[config.mk]
export PLATFORM = sky130hd
export DESIGN_NAME = pipe_word_packer_flat
export DESIGN_NICKNAME = d
export VERILOG_FILES = /design/src/rtl/pipe_pack_pkg.sv /design/src/rtl/pipe_word_packer_if.sv /design/src/rtl/pipe_pack_obuf.sv /design/src/rtl/pipe_word_packer.sv /design/src/flat_wrapper.sv
export SDC_FILE = /design/constraint.sdc
export NUM_CORES = 1
export LEC_CHECK = 0
export ABC_AREA = 1
export CORE_UTILIZATION = 40
export CTS_CLUSTER_SIZE = 8
export DETAILED_ROUTE_END_ITERATION = 12
export GPL_TIMING_DRIVEN = 0
export PLACE_DENSITY_LB_ADDON = 0.2
export SETUP_SLACK_MARGIN = 0.2
export SYNTH_ARGS = -nofsm -noshare
export SYNTH_HDL_FRONTEND = slang
export SYNTH_SLANG_ARGS = --single-unit
[constraint.sdc]
create_clock -name CLK -period 1.7 [get_ports CLK]
set_input_delay 0.34 -clock CLK [delete_from_list [all_inputs] [get_ports CLK]]
set_output_delay 0.34 -clock CLK [all_outputs]
set_load 0.01 [all_outputs]
[src/rtl/pipe_pack_pkg.sv]
// pipe_pack_pkg: shared FSM state type, header field layout and default widths for pipe_word_packer
package pipe_pack_pkg;
  localparam int DEF_MAX_WORDS = 4;
  localparam int DEF_WORD_W = 32;
  localparam int DEF_PIPE_W = 128;
  localparam int HDR_ID_LSB = 16;
  localparam int HDR_LEN_W = 16;
  typedef enum logic [1:0] {IDLE, FILL, DONE} state_t;
endpackage

[src/rtl/pipe_word_packer_if.sv]
// pipe_word_packer_if: host word handshake (word_ena/word_v/word_rdy) and pipe message handshake (pipe_ena/pipe_v/pipe_rdy); master = host+sink, slave = packer
interface pipe_word_packer_if import pipe_pack_pkg::*; #(
  parameter int WORD_W = DEF_WORD_W,
  parameter int PIPE_W = DEF_PIPE_W
);
  logic word_ena, word_rdy, pipe_ena, pipe_rdy;
  logic [WORD_W-1:0] word_v;
  logic [PIPE_W-1:0] pipe_v;
  modport master(output word_ena, word_v, pipe_rdy, input word_rdy, pipe_ena, pipe_v);
  modport slave(input word_ena, word_v, pipe_rdy, output word_rdy, pipe_ena, pipe_v);
endinterface

[src/rtl/pipe_pack_obuf.sv]
// pipe_pack_obuf: one-entry output holding register; in clk rst load din pipe_rdy, out pipe_ena pipe_v free (empty or draining this cycle)
module pipe_pack_obuf import pipe_pack_pkg::*; #(
  parameter int PIPE_W = DEF_PIPE_W
) (
  input  logic              clk,
  input  logic              rst,
  input  logic              load,
  input  logic              pipe_rdy,
  input  logic [PIPE_W-1:0] din,
  output logic              pipe_ena,
  output logic              free,
  output logic [PIPE_W-1:0] pipe_v
);
  logic valid;
  always_comb begin
    pipe_ena = valid && pipe_rdy && !rst;
    free = !valid || pipe_ena;
  end
  always_ff @(posedge clk)
    if (rst) begin
      valid <= 1'b0;
      pipe_v <= '0;
    end else begin
      valid <= load || (valid && !pipe_ena);
      if (load) pipe_v <= din;
    end
endmodule

[src/rtl/pipe_word_packer.sv]
// pipe_word_packer: packs header+args host words into one pipe message; ports CLK, nRST (sync active-high), bus (slave), err (sticky bad length); `PIPE_PACK_STATS_EN adds msg_count, len_err_count
module pipe_word_packer import pipe_pack_pkg::*; #(
  parameter int MAX_WORDS = DEF_MAX_WORDS,
  parameter int WORD_W = DEF_WORD_W,
  parameter int PIPE_W = DEF_PIPE_W
) (
  input  logic CLK,
  input  logic nRST,
  pipe_word_packer_if.slave bus,
  output logic err
`ifdef PIPE_PACK_STATS_EN
  ,
  output logic [31:0] msg_count,
  output logic [15:0] len_err_count
`else
`endif
);
  localparam int IDX_W = $clog2(MAX_WORDS);
  localparam int LEN_W = $clog2(MAX_WORDS + 1);
  state_t state, state_n;
  logic [MAX_WORDS-1:0][WORD_W-1:0] asm_q, asm_n;
  logic [IDX_W-1:0] idx, idx_n;
  logic [LEN_W-1:0] len, len_n;
  logic [HDR_LEN_W-1:0] hlen;
  logic acc, bad, done, load, free;
  assign hlen = bus.word_v[HDR_LEN_W-1:0];
  assign bus.word_rdy = !nRST && state != DONE;
  always_comb begin
    state_n = state;
    asm_n = asm_q;
    idx_n = idx;
    len_n = len;
    acc = bus.word_ena && bus.word_rdy;
    bad = 1'b0;
    done = state == DONE;
    if (acc && state == IDLE) begin
      bad = hlen == '0 || hlen > HDR_LEN_W'(MAX_WORDS);
      asm_n = '0;
      asm_n[0] = bus.word_v;
      len_n = hlen == '0 ? LEN_W'(1) : bad ? LEN_W'(MAX_WORDS) : LEN_W'(hlen);
      idx_n = IDX_W'(1);
      done = len_n == LEN_W'(1);
    end else if (acc && state == FILL) begin
      asm_n[idx] = bus.word_v;
      idx_n = idx + IDX_W'(1);
      done = LEN_W'(idx) + LEN_W'(1) == len;
    end
    // completing word and a free obuf load on the same edge, so DONE is only held while stalled
    load = done && free;
    state_n = load ? IDLE : done ? DONE : acc ? FILL : state;
  end
  always_ff @(posedge CLK)
    if (nRST) begin
      state <= IDLE;
      asm_q <= '0;
      idx <= '0;
      len <= '0;
      err <= 1'b0;
    end else begin
      state <= state_n;
      asm_q <= asm_n;
      idx <= idx_n;
      len <= len_n;
      err <= err || bad;
    end
  pipe_pack_obuf #(.PIPE_W(PIPE_W)) u_obuf (
    .clk(CLK),
    .rst(nRST),
    .load(load),
    .pipe_rdy(bus.pipe_rdy),
    .din(asm_n),
    .pipe_ena(bus.pipe_ena),
    .free(free),
    .pipe_v(bus.pipe_v)
  );
`ifdef PIPE_PACK_STATS_EN
  always_ff @(posedge CLK)
    if (nRST) begin
      msg_count <= '0;
      len_err_count <= '0;
    end else begin
      if (bus.pipe_ena) msg_count <= msg_count + 32'd1;
      if (bad && len_err_count != 16'hFFFF) len_err_count <= len_err_count + 16'd1;
    end
`else
`endif
endmodule

[src/flat_wrapper.sv]
// flat-port wrapper written by rule: the top's interface ports become plain ports
module pipe_word_packer_flat import pipe_pack_pkg::*;
#(
  parameter int MAX_WORDS = DEF_MAX_WORDS,
  parameter int WORD_W = DEF_WORD_W,
  parameter int PIPE_W = DEF_PIPE_W
)
  (CLK, nRST, err, bus_word_ena, bus_word_v, bus_pipe_rdy, bus_word_rdy, bus_pipe_ena, bus_pipe_v);
  pipe_word_packer_if #(.WORD_W(WORD_W), .PIPE_W(PIPE_W)) bus_i ();
  input  logic CLK;
  input  logic nRST;
  output logic err;
  input wire logic [$bits(bus_i.word_ena)-1:0] bus_word_ena;
  input wire logic [$bits(bus_i.word_v)-1:0] bus_word_v;
  input wire logic [$bits(bus_i.pipe_rdy)-1:0] bus_pipe_rdy;
  output wire logic [$bits(bus_i.word_rdy)-1:0] bus_word_rdy;
  output wire logic [$bits(bus_i.pipe_ena)-1:0] bus_pipe_ena;
  output wire logic [$bits(bus_i.pipe_v)-1:0] bus_pipe_v;
  assign bus_i.word_ena = bus_word_ena;
  assign bus_i.word_v = bus_word_v;
  assign bus_i.pipe_rdy = bus_pipe_rdy;
  assign bus_word_rdy = bus_i.word_rdy;
  assign bus_pipe_ena = bus_i.pipe_ena;
  assign bus_pipe_v = bus_i.pipe_v;
  pipe_word_packer #(.MAX_WORDS(MAX_WORDS), .WORD_W(WORD_W), .PIPE_W(PIPE_W)) u_core (.CLK(CLK), .nRST(nRST), .bus(bus_i), .err(err));
endmodule
**Word level (Yosys, flattened, before mapping)**

Cells that the tools add are included.

- Add/sub/neg operators: 2
- Magnitude comparators: 3
- Equal/unequal tests: 5
- Mux-type cells: 14
- Reductions and logical operators: 23

Operator list:

| operator | number |
|---|---|
| 2-to-1 mux 128 bit | 2 |
| bitwise mux 128 bit | 1 |
| demux 32 bit (select 2 bit) | 1 |
| 2-to-1 mux 32 bit | 1 |
| greater-than comparator 16 x 3 -> 1 bit (second input constant) | 1 |
| zero test 16 bit | 1 |
| logical AND 1 bit | 9 |
| 2-to-1 mux 3 bit | 2 |
| 2-to-1 mux 1 bit | 5 |
| logical OR 1 bit | 4 |
| 2-to-1 mux 2 bit | 2 |
| nonzero test 2 bit | 2 |
| OR reduction 2 bit | 2 |
| adder 2 x 1 -> 3 bit (second input constant) | 1 |
| equality test 3 x 1 -> 1 bit (second input constant) | 1 |
| equality test 3 bit | 1 |
| zero test 1 bit | 3 |
| less-than comparator 2 x 3 -> 1 bit (second input constant) | 1 |
| OR reduction 3 bit | 1 |
| adder 2 x 1 -> 2 bit (second input constant) | 1 |
| equality test 2 x 1 -> 1 bit (second input constant) | 1 |
| equality test 2 bit (second input constant) | 1 |
| greater-or-equal comparator 2 x 1 -> 1 bit (second input constant) | 1 |
| zero test 2 bit | 1 |
| inequality test 2 bit (second input constant) | 1 |

- Bits in registers: 265
- Input port bits: 36
- Output and inout bits: 131
- Logic and storage cells: 59

**Logic depth before layout (Yosys ltp)**

Gate-level depths: netlist (run 1).

- Depth after elaboration: 8
- Depth in mapped cells: 13
- Depth with buffers taken out: 11

**Hierarchy**

From an unflattened synthesis (run 1), not the netlist that was laid out.

- Cells, all modules: 1,578
- Area, all modules: 11,926.4 µm²

By module, submodules not included:

| module | instances | cells each | area each (µm²) | sequential area each (µm²) |
|---|---|---|---|---|
| pipe_word_packer | 1 | 1,016 | 7,369.6 | 2,722.6 |
| pipe_pack_obuf | 1 | 562 | 4,556.9 | 2,582.5 |

**Worst setup path after synthesis (run 1)**

Ideal clock, no wire load.

- Path kind: register to register
- Start: reg u_core.idx[0]
- End: reg u_core.u_obuf.pipe_v[0]
- Library setup time: 0.070 ns
- Arrival: 1.734 ns
- Required time: 1.630 ns
- Path slack: -0.105 ns
- Stages on the path, launching flop included: 12
- Buffers on the path: 2
- Period minus slack after synthesis: 1.805 ns
- Cell sequence: dfxtp_1 inv_1 ha_1 o22ai_1 nor2_1 a21oi_1 nand2_2 nand2_1 buf_4 buf_2 nand2_1 a21oi_1

- Cells in the longest elaborated chain, start to end: 7
- Elaborated cells on any way between the ends: 13
- Those cells by class: 1 x add/sub; 2 x order compare; 1 x eq/ne; 7 x mux; 2 x reduce/logical

RTL lines:

| what | line | text |
|---|---|---|
| start: declaration | pipe_word_packer.sv:22 | `logic [IDX_W-1:0] idx, idx_n;` |
| start signal: assignment | pipe_word_packer.sv:62 | `idx <= idx_n;` |
| less-than comparator 2 x 3 -> 1 bit (not written as such) / greater-or-equal comparator 2 x 1 -> 1 bit (equally long branches) | pipe_word_packer.sv:44 | `asm_n[idx] = bus.word_v;` |
| logical AND 1 bit (not written as such) | pipe_word_packer.sv:44 |  |
| 2-to-1 mux 32 bit (not written as such) | pipe_word_packer.sv:44 |  |
| demux 32 bit (select 2 bit) | - |  |
| bitwise mux 128 bit | pipe_word_packer.sv:44 |  |
| 2-to-1 mux 128 bit | pipe_word_packer.sv:43 | `end else if (acc && state == FILL) begin` |
| 2-to-1 mux 128 bit | pipe_word_packer.sv:36 | `if (acc && state == IDLE) begin` |
| end signal: assignment | pipe_pack_obuf.sv:25 | `if (load) pipe_v <= din;` |
| end: declaration | pipe_pack_obuf.sv:12 | `output logic [PIPE_W-1:0] pipe_v` |

Parallel ways exist; a longest one is shown, timed or not.
A chain may end at the register's enable or synchronous reset.

**Final worst setup path (run 1)**

- Start: reg u_core.idx[1]
- End: reg u_core.u_obuf.pipe_v[86]

Same word-level chain as after synthesis.

==> results.toml, run 1 <==
[floorplan]
coreArea_um2 = 28700
die_w_um = 173
die_h_um = 173
rows = 62
start_util_pct = 40.7
io_pins = 167
fp.dieArea_um2 = 29900

[layout]
fin_area_um2 = 16800
post-route-util_pct = 58.4
layout-drive-gt1-share_pct = 17.9
final_nets = 2058
final_cells = 2404
nFillCells = 2616
area_growth_syn_to_layout_pct = 43.6

[routing]
wirelength_mm = 39.8
viasPerCell = 5.02
num_vias = 12063
drtIter0Drc = 996
wl_met2_mm = 18.1
drcViolationCount = 0
top_layer = "met5"
wl_met1_mm = 16.6
wl_per_cell_um = 16.5
wl_met3_mm = 3.21
ant_nets = 0
first_pass_iters = 5

[placed_design]
detailed_place.area_um2 = 14000
dp_cells = 2305
finalWeightedCongestion = 0.909
dp_slack_ns = -1.14
io_buffer_count = 165
dp_hpwl_mm = 25.6

[timing]
hold_viol_final = 0
tns_ns = -34.52
whs_ns = 0.232
max_freq_mhz = 503
fin_skew_ns = 0.0117
slew_headroom_pct = 45.1
finalCritPeriodShare_pct = 117
setup_viol = 185
period_minus_slack_ns = 1.99
rsz0062_at_grt = "yes"
worst_pin_slew_ns = 0.823
worst_slack_ns = -0.289
finalMaxSlewViolations = 0

[cts]
cts_buffers = 39
cts_root_buffer = "clkbuf_16"
tritoncts = "built"
cts.clk_slew.worst_paths_ns = 0.05
insertion_delay_ns = 0.51
cts_buffer_depth = 3
clock_sinks = 265
cts_htree_levels = 2

[run_status]
status = "finished with violations"
violations = "setup timing"

[critical_path]
r2r_setup_slack_ns = -0.29
crit_path_end_kind = "flop"
worstPathArrival_ns = 2.36
cp_max_fo = 10
worstSetupStartpointType = "flop"
critical_path_required_ns = 2.07
critPathKind = "flop to flop"

[synthesis]
synth_area_um2 = 11700
ys_seq_elements = 265
async_flop_share_pct = 0
synth_area_per_cell_um2 = 6.65
synth_nets = 1796
seq_area_frac_synth_pct = 45.4
synth-main-ff-cell = "dfxtp_1"
synth-edff-count = 0
synth_cell_type_count = 23
synthCells = 1756
ys_warn_count = 0

[job]
maxCapViolCount = 0

[global_routing]
first_global_vias = 11233
grt_pass1_wl_mm = 60.2
gr-total-overflow = 0
antenna_found_initial = 2
grtUsageTotal_pct = 25.5
grt_max_degree = 11

[pwr]
power_density_nw_per_um2 = 889
fin_total_pwr_mw = 14.9
power.leakage_nw = 8.30
ir_drop_mv = 0.736

[hold_path]
hold_class = "input port to flop"
cells by family (layout without fill, tap and decap cells):
logic type,count (synthesis),in the layout,synth area share (%)
flip-flops,265,265,45.4
adder cells (fa/ha/maj),4,4,0.429
AO/OA/AOI/OAI,328,328,14.2
AND/OR/NAND/NOR,765,765,26.4
buffers and inverters,394,657,13.6
other,0,1,0
cell usage after synthesis, types with 2 or more instances:
| library cell | count | area (µm²) |
|---|---|---|
| nor3_2 | 2 | 20.0 |
| o22ai_1 | 3 | 18.8 |
| buf_4 | 17 | 128 |
| inv_2 | 2 | 7.51 |
| nand3_1 | 132 | 661 |
| ha_1 | 4 | 50.1 |
| nand2_1 | 595 | 2230 |
| o21ai_0 | 57 | 285 |
| nor2_1 | 25 | 93.8 |
| buf_2 | 33 | 165 |
| inv_1 | 270 | 1010 |
| a211oi_1 | 2 | 15.0 |
| dfxtp_1 | 265 | 5310 |
| and3_1 | 8 | 50.1 |
| a21oi_1 | 253 | 1270 |
| buf_1 | 13 | 48.8 |
| clkbuf_1 | 57 | 214 |
| nand2_2 | 2 | 12.5 |
| o21ai_1 | 12 | 60.1 |
power breakdown:
part / switching, mW / total [mW] / internal [mW]
combinational: 1.19 / 1.91 / 0.716
clock: 2.61 / 6.63 / 4.03
sequential: 0.0442 / 6.38 / 6.33
total: 3.84 / 14.9 / 11.1
routing by layer:
metal,vias to the layer above,global-route usage [%]
met1,5525,33.7
met3,125,4.38
met5,-,0
li1,5940,-
met4,2,11.6
met2,471,40.7
worst paths after layout:
kind	startpoint	depth (start not counted)	to
max reg2reg	u_core.idx[1]	12	u_core.u_obuf.pipe_v[86]
min	bus_word_v[2]	3	u_core.asm_q[2]
min reg2reg	u_core.u_obuf.pipe_v[53]	2	u_core.u_obuf.pipe_v[53]
max	u_core.idx[1]	12	u_core.u_obuf.pipe_v[86]
worst max-delay path, cell delays in order (launching register included):
cell and delay, ns:
dfxtp_2 0.37, inv_4 0.05, ha_4 0.26, nand2_1 0.05
o21ai_1 0.09, nor2_1 0.08, a21oi_2 0.17, nand2_4 0.14
buf_12 0.18, clkbuf_16 0.17, buf_6 0.14, nand3_1 0.09
a21oi_2 0.06
repair_timing:
action                     CTS  global route
cloned                      11             6
resized for setup          270           165
setup buffers               38             2
setup endpoints to repair  396           353
hold buffers                 0             0
pin swaps                   10            14
placed cells by master (no fill, tap or decap), drive strengths merged:
master	instances
a211oi	2
a21oi	253
a22o	1
and3	8
buf	116
bufbuf	1
clkbuf	101
clkdlybuf4s15	1
clkdlybuf4s50	60
clkinv	2
clkinvlp	4
dfxtp	265
diode	1
dlygate4sd2	62
dlymetal6s2s	40
ha	4
inv	270
nand2	597
nand3	132
nand4	1
nor2	25
nor3	2
o21ai	69
o22ai	3
flip-flops by register name, indices dropped and copies added, names as in the netlist:
| register | cells |
|---|---|
| u_core.len | 3 |
| u_core.u_obuf.valid | 1 |
| u_core.state | 2 |
| u_core.err | 1 |
| u_core.u_obuf.pipe_v | 128 |
| u_core.asm_q | 128 |
| u_core.idx | 2 |
cell type report:
cell class	instances	area (µm²)	area share, %
Tap cell	384	480	2.86
Multi-Input combinational cell	1097	5440	32.5
Timing Repair Buffer	222	2420	14.4
Buffer	119	1040	6.23
Clock buffer	40	980	5.84
Clock inverter	2	17.5	0.104
Sequential cell	265	5320	31.7
Antenna cell	1	2.50	0.0149
Inverter	274	1070	6.37
Note: power is estimated with default switching activity, not from simulation.
==> run 2: changes to the inputs <==
Settings changed: CORE_ASPECT_RATIO from default to 1.5, DONT_BUFFER_PORTS from default to 1.
==> run 2 against run 1 <==
Compared with the run above:
- the run still ends with setup timing left
- via count shrank 6.2%
- routed wire length is 1.1% lower
- sequential power barely moved
- clock power grew 3.5%
- count of clock-buffer cells in the layout increased by 1
- worst hold slack got worse by 0.17 ns
- largest power group unchanged
==> results.toml, run 2 (synthesized netlist as in run 1, its figures left out) <==
[critical_path]
worstPathArrival_ns = 2.43
cp_max_fo = 7
worstSetupStartpointType = "flop"
critical_path_required_ns = 2.15
critPathKind = "flop to flop"
crit_path_end_kind = "flop"

[cts]
clock_sinks = 265
cts_buffers = 39
cts_buffer_depth = 3
cts_root_buffer = "clkbuf_16"
cts.clk_slew.worst_paths_ns = 0.05
cts_htree_levels = 2
tritoncts = "built"
insertion_delay_ns = 0.53

[floorplan]
die_w_um = 142
io_pins = 167
fp.dieArea_um2 = 29900
die_h_um = 211
start_util_pct = 40.7
rows = 76
coreArea_um2 = 28700

[routing]
top_layer = "met4"
wl_met2_mm = 19.5
wirelength_mm = 39.4
drcViolationCount = 0
drtIter0Drc = 630
ant_nets = 0
wl_met3_mm = 2.95
wl_met1_mm = 14.9
num_vias = 11313
wl_per_cell_um = 17.3
first_pass_iters = 6
viasPerCell = 4.98

[placed_design]
detailed_place.area_um2 = 12300
finalWeightedCongestion = 0.926
dp_cells = 2146
dp_hpwl_mm = 26.3
io_buffer_count = 0

[layout]
fin_area_um2 = 15600
mostFrequentLayoutCells = "491 x nand2_1, 264 x inv_1, 261 x dfxtp_1, 141 x a21oi_1, 132 x nand3_1"
antennaDiodeCount = 0
area_growth_syn_to_layout_pct = 33.9
layout_commonest_cell = "nand2_1"
layout-drive-gt1-share_pct = 23.0
final_nets = 1919
final_cells = 2272
reg_top3 = "u_core.asm_q: 128 flops, u_core.u_obuf.pipe_v: 128 flops, u_core.len: 3 flops"

[global_routing]
antenna_found_initial = 0
grt_pass1_wl_mm = 57.6
first_global_vias = 10414
grt_max_degree = 11
grtUsageTotal_pct = 25.3
gr-total-overflow = 0

[timing]
period_minus_slack_ns = 1.98
rsz0062_at_grt = "yes"
setup_viol = 132
max_freq_mhz = 504
finalMaxSlewViolations = 0
worst_slack_ns = -0.283
slew_headroom_pct = 49.1
worst_pin_slew_ns = 0.763
finalCritPeriodShare_pct = 117
whs_ns = 0.0621
hold_viol_final = 0
fin_skew_ns = 0.00992

[pwr]
power.leakage_nw = 7.03
ir_drop_mv = 0.579
power_density_nw_per_um2 = 961

[run_status]
status = "finished with violations"
violations = "setup timing"

[hold_path]
hold_class = "input port to flop"

[job]
maxCapViolCount = 0
## run 2: changes by cell type in the layout (fill, tap and decap cells not counted), sizes merged, moves of 4 or more
cell / previous run / this run
buf: 116 / 112
dlygate4sd2: 62 / 0
dlymetal6s2s: 40 / 0
inv: 270 / 275
dlygate4sd3: 0 / 32
clkinvlp: 4 / 0
clkdlybuf4s50: 60 / 0
## run 2: final timing paths
path / start / end / slack, ns / cells past startpoint
setup / recovery: u_core.idx[1] / u_core.u_obuf.pipe_v[71] / -0.28 / 12
hold / removal: bus_word_v[1] / u_core.len[1] / 0.06 / 2
setup reg to reg: u_core.idx[1] / u_core.u_obuf.pipe_v[71] / -0.28 / 12
hold reg to reg: u_core.len[2] / u_core.len[2] / 0.49 / 2
## run 2: final cells by class
cell class,instances,area (µm²)
clock inverter,3,33.8
tap,390,488
sequential,265,5320
inverter,274,1040
multi-input combinational,1097,5810
timing repair buffer,83,992
clock buffer,41,1000
fill,2797,13100
buffer,119,955
## run 2: metal layers
| metal | GRT usage, % | vias to the layer above |
|---|---|---|
| met2 | 43.2 | 370 |
| met3 | 5.49 | 97 |
| li1 | - | 5651 |
| met1 | 29.1 | 5195 |
| met5 | 0 | - |
| met4 | 14.3 | 0 |
## run 2: power by group
| part | internal [mW] | switching [mW] | leakage, nW | total (mW) |
|---|---|---|---|---|
| sequential | 6.33 | 0.0551 | 2.14 | 6.38 |
| clock | 4.14 | 2.71 | 0.510 | 6.86 |
| combinational | 0.646 | 1.13 | 4.38 | 1.78 |
| total | 11.1 | 3.90 | 7.03 | 15.0 |
## run 2: per-stage QoR
step | setup TNS (ns) | power, mW | setup slack (ns) | utilization (%)
6_report | -28.53 | 15.0 | -0.283 | 54.4
5_1_grt | -44.62 | 15.5 | -0.364 | 54.4
4_1_cts | -22.97 | 14.8 | -0.211 | 48.7
3_5_place_dp | -103.53 | 7.79 | -0.580 | 42.9
3_3_place_gp | -104.00 | 7.78 | -0.600 | 42.9
2_1_floorplan | 0 | 7.40 | 0.0356 | -
## run 2: worst max-delay path: stages (launching register included)
cell and delay [ns]:
dfxtp_2 0.35, inv_2 0.06, ha_4 0.27, nand2_2 0.05, o21ai_1 0.07, nor2_1 0.07, a21oi_2 0.18, nand2_4 0.15
nand2_8 0.16, buf_12 0.18, clkbuf_16 0.16, nand2_1 0.05, a21oi_1 0.12
## run 2: timing repair
action	in CTS	in global routing
setup endpoints to repair	266	267
resized for setup	71	351
pin swaps	6	34
endpoints found under the hold margin	32	0
setup buffers	8	25
hold buffers	32	0
cloned	2	16
==> RTL change 1, RTL diff (settings of run 2) <==
Register the output `err` once more, without a reset; this adds one clock of latency there. The other outputs are not delayed to match.
--- a/src/rtl/pipe_word_packer.sv
+++ b/src/rtl/pipe_word_packer.sv
@@ -18,4 +18,6 @@
   localparam int IDX_W = $clog2(MAX_WORDS);
   localparam int LEN_W = $clog2(MAX_WORDS + 1);
+
+  logic err_s0;
   state_t state, state_n;
   logic [MAX_WORDS-1:0][WORD_W-1:0] asm_q, asm_n;
@@ -56,5 +58,5 @@
       idx <= '0;
       len <= '0;
-      err <= 1'b0;
+      err_s0 <= 1'b0;
     end else begin
       state <= state_n;
@@ -62,5 +64,5 @@
       idx <= idx_n;
       len <= len_n;
-      err <= err || bad;
+      err_s0 <= err_s0 || bad;
     end
   pipe_pack_obuf #(.PIPE_W(PIPE_W)) u_obuf (
@@ -85,4 +87,8 @@
 `else
 `endif
+  always_ff @(posedge CLK) begin
+    err <= err_s0;
+  end
+
 endmodule
 
Function: changed (a bounded check fails within 4 cycles, from zero or initial values and one cycle with nRST high).
==> RTL change 1 against run 2 <==
  * The run still ends with setup timing left
  * Setup slack worse by 0.049 ns
  * Wire length is 4.8% higher
  * Synthesized area is 0.17% higher
  * Sequential cell count is 1 higher
  * Non-clock buffer count is 13 higher
  * Utilization is 3.4 points higher
  * Total power is 1.6% higher
  * Cell area is 6.2% higher
  * Critical path type unchanged
  * Largest power group unchanged
==> RTL change 1: results (changes against run 2) <==
| Metric | Value |
|---|---|
| Total Neg Setup Slack | `-35.81 ns (-7.282 ns)` |
| Cell type of the slowest stage on the worst timing path | `dfxtp_4` |
| Setup Viol. Count Final | `135 (+2.3%)` |
| Worst Hold Slack | `0.05093 ns (-0.01120 ns)` |
| Global-route total usage across every layer | `25.47% (+0.18 points)` |
| Violated checks | `setup timing` |
| Power per Cell Area | `918.4 nW/um2 (-4.4%)` |
| Nets | `1933 (+0.73%)` |
| Maximum VDD drop | `0.0006582 V (+14%)` |
| Final GP Congestion | `0.8899 (-3.9%)` |
| Routed Wire Length | `41250 um (+4.8%)` |
| Normalized max-slew margin | `37.27% (-12 points)` |
| Placed cells | `2147 (+0.047%)` |
| Post-CTS Resized | `89 (+25%)` |
| Result of the run | `finished, violations left` |
| Wire length of the first global-routing pass | `58200 um (+1.1%)` |
| Placement-stage worst setup slack | `-0.5922 ns (-0.01182 ns)` |
| Syn avg cell area | `6.658 um2 (+0.11%)` |
| Number of violations reported at the end of detailed-routing iteration 0 | `849 (+35%)` |
| Part of the total power dissipated in the clock network | `44.2% (-1.4 points)` |
| Min setup slack post-route | `-0.3322 ns (-0.04929 ns)` |
| Maximum cell stage delay along the critical path | `0.37 ns (+0.02 ns)` |
| Setup fix buffers added after clock tree synthesis | `10 (+2)` |
| Clock tree skew after final layout | `0.01942 ns (+0.009506 ns)` |
| Static Leakage | `7.249 nW (+3.1%)` |
| Net Count, Synth | `1797 (+0.056%)` |
| Sequential-to-total area share from yosys stat | `45.52% (+0.093 points)` |
| Top cells by area, synth | `dfxtp_1 46%, nand2_1 19%, a21oi_1 11%` |
| Total placed instance area | `12350 um2 (+0.16%)` |
[RTL change 1: cell types whose count changed after synthesis]
cell	run 2	this run
dfxtp_1	265	266
[RTL change 1: cell type report]
type / instances / area [um2]
Sequential cell: 266 / 5340
Multi-Input combinational cell: 1097 / 6247
Clock inverter: 4 / 35.03
Buffer: 117 / 1135
Timing Repair Buffer: 98 / 1341
Fill cell: 2572 / 12100
Tap cell: 390 / 488.0
Clock buffer: 39 / 975.9
Inverter: 274 / 1051
[RTL change 1: cell families (layout without fill, tap and decap cells)]
kind of cell / count (synthesis) / after routing / share of synthesized area (%)
compound gates: 328 / 328 / 14.14
fa+ha+maj: 4 / 4 / 0.4278
buf+inv: 394 / 532 / 13.56
flops: 266 / 266 / 45.52
simple gates: 765 / 765 / 26.35
[RTL change 1: metal layers]
layer | part of all wire [%] | wire, um | track usage (%)
met1 | 37 | 15350 | 29.13
met2 | 49 | 20410 | 43.66
met3 | 7.7 | 3196 | 5.813
met4 | 5.6 | 2299 | 14.02
met5 | 0 | 0 | 0
==> RTL change 2, RTL diff (settings of run 2) <==
Made on the original files. The package constant `HDR_LEN_W` goes from 16 to 32.
--- a/src/rtl/pipe_pack_pkg.sv
+++ b/src/rtl/pipe_pack_pkg.sv
@@ -5,5 +5,5 @@
   localparam int DEF_PIPE_W = 128;
   localparam int HDR_ID_LSB = 16;
-  localparam int HDR_LEN_W = 16;
+  localparam int HDR_LEN_W = 32;
   typedef enum logic [1:0] {IDLE, FILL, DONE} state_t;
 endpackage
Function: changed (a bounded check fails within 4 cycles, from zero or initial values and one cycle with nRST high).
==> RTL change 2 against run 2 <==
  * The run still ends with setup timing left
  * Cell area is 6.1% lower
  * Sequential cell count did not move
  * Setup slack got worse by 0.015 ns
  * Total power down 2.2%
  * Cell count is 8.4% lower
  * Sequential power about the same
  * Synthesized area fell by 2.9%
  * Wire length up 0.14%
  * Critical endpoint is now u_core.u_obuf.pipe_v[17]$_SDFFE_PP0P_
  * Highest routed layer unchanged
==> RTL change 2: results (changes against run 2) <==
| Metric | Value |
|---|---|
| Result of the run | `finished, violations left` |
| Violated checks | `setup timing` |
| Launch point of the worst hold path | `bus_word_v[18]` |
| Layout fillers | `2686 (-4.0%)` |
| Setup Viol. Count Final | `168 (+27%)` |
| Cell count after synthesis | `1631 (-7.1%)` |
| Post-route cell area | `14680 um2 (-6.1%)` |
| Proportion of layout cells with a drive suffix above 1 | `17.34% (-5.6 points)` |
| Detailed-placement wirelength estimate | `25900 um (-1.4%)` |
| Count of distinct cell types in the synthesized netlist | `25 (+8.7%)` |
| WL per Instance | `18.93 um (+9.3%)` |
| Crit path arrival time | `2.37 ns (-0.06 ns)` |
| Net Count, Synth | `1671 (-7.0%)` |
| Reg2reg start | `u_core.state[1]$_SDFFE_PP0P_` |
| Vias after detailed routing | `11000 (-2.8%)` |
| Worst Hold Slack | `0.01285 ns (-0.04928 ns)` |
| Critical Path Fanout Max | `10 (+3)` |
| Total of clock buffers placed in the layout | `40 (-2.4%)` |
| Number of violations reported at the end of detailed-routing iteration 0 | `619 (-1.7%)` |
| Wire length of the first global-routing pass | `58100 um (+0.90%)` |
| Sequential-to-total area share from yosys stat | `46.78% (+1.4 points)` |
| Number of sequential storage elements | `265 (unchanged)` |
| Routed Wire Length | `39410 um (+0.14%)` |
| Placement-stage worst setup slack | `-0.7643 ns (-0.1840 ns)` |
| Clock tree skew after final layout | `0.02609 ns (+0.01618 ns)` |
| Normalized max-slew margin | `44.53% (-4.6 points)` |
| Number of multi-input combinational cells in the layout | `1009 (-8.0%)` |
| Signal buf overhead | `12.39% (-0.065 points)` |
| Min setup slack post-route | `-0.2981 ns (-0.01521 ns)` |
| Total placed instance area | `11880 um2 (-3.6%)` |
-- RTL change 2: cell count changes in the layout (fill, tap and decap cells not counted), sizes merged, moves of 2 or more --
| cell | delta |
|---|---|
| buf | -7 |
| o22ai | -3 |
| and3 | -8 |
| o21ai | +94 |
| nand2 | -191 |
| clkbuf | -8 |
| xnor2 | +2 |
| inv | -38 |
| dlygate4sd3 | -4 |
| a21oi | +4 |
| nand4 | +2 |
| nor2 | +10 |
-- RTL change 2: per-layer routing --
metal	wire length, um	vias to the layer above	GRT usage (%)
li1	-	5372	-
met1	15010	5129	29.91
met2	18690	379	44.29
met3	3243	121	6.513
met4	2467	0	15.63
met5	0	-	0
-- RTL change 2: timing repair --
action / in CTS / in global routing
buffers inserted: 3 / 24
gates cloned: 1 / 7
endpoints found under the setup margin: 266 / 267
pin swaps: 5 / 26
hold buffers: 28 / 0
hold endpoints to repair: 28 / 0
gates resized for setup: 93 / 343
-- RTL change 2: cell families after synthesis --
group	share of synthesized area, %
flops	46.78
buf+inv	12.89
simple gates	20.72
xor+xnor	0.2318
fa+ha+maj	0.4414
compound gates	18.93
-- RTL change 2: through the flow --
step | util, % | setup TNS [ns]
after detailed placement | 42.50 | -112.31
final | 52.49 | -35.28
after CTS | 48.09 | -25.86
after global routing | 52.49 | -47.27
after floorplan | - | 0
after global placement | 42.50 | -107.37
-- RTL change 2: how the worst max path moves through the flow --
| stage | cells past startpoint | endpoint | startpoint |
|---|---|---|---|
| global placement | 8 | u_core.u_obuf.pipe_v[85]$_SDFFE_PP0P_ | bus_pipe_rdy |
| floorplan | 14 | u_core.u_obuf.pipe_v[127]$_SDFFE_PP0P_ | u_core.state[1]$_SDFFE_PP0P_ |
| detailed placement | 8 | u_core.u_obuf.pipe_v[85]$_SDFFE_PP0P_ | u_core.u_obuf.valid$_SDFF_PP0_ |
| CTS | 14 | u_core.u_obuf.pipe_v[20]$_SDFFE_PP0P_ | u_core.state[1]$_SDFFE_PP0P_ |
| finish | 14 | u_core.u_obuf.pipe_v[17]$_SDFFE_PP0P_ | u_core.state[1]$_SDFFE_PP0P_ |
| global route | 14 | u_core.u_obuf.pipe_v[21]$_SDFFE_PP0P_ | u_core.state[1]$_SDFFE_PP0P_ |
-- RTL change 2: report_power, final --
| group | internal (W) | switching (W) | total (W) |
|---|---|---|---|
| clock | 0.00403 | 0.00267 | 0.00670 |
| sequential | 0.00633 | 0.0000532 | 0.00638 |
| combinational | 0.000631 | 0.000980 | 0.00161 |
| total | 0.0110 | 0.00370 | 0.0147 |
-- RTL change 2: worst max-delay path, delay by kind of cell (launching register included) --
kind / cells / cell delay, ns
AOI/OAI and AO/OA: 1 / 0.06
and+or+nand+nor: 10 / 1.06
buffers and inverters: 3 / 0.40
DFF: 1 / 0.33
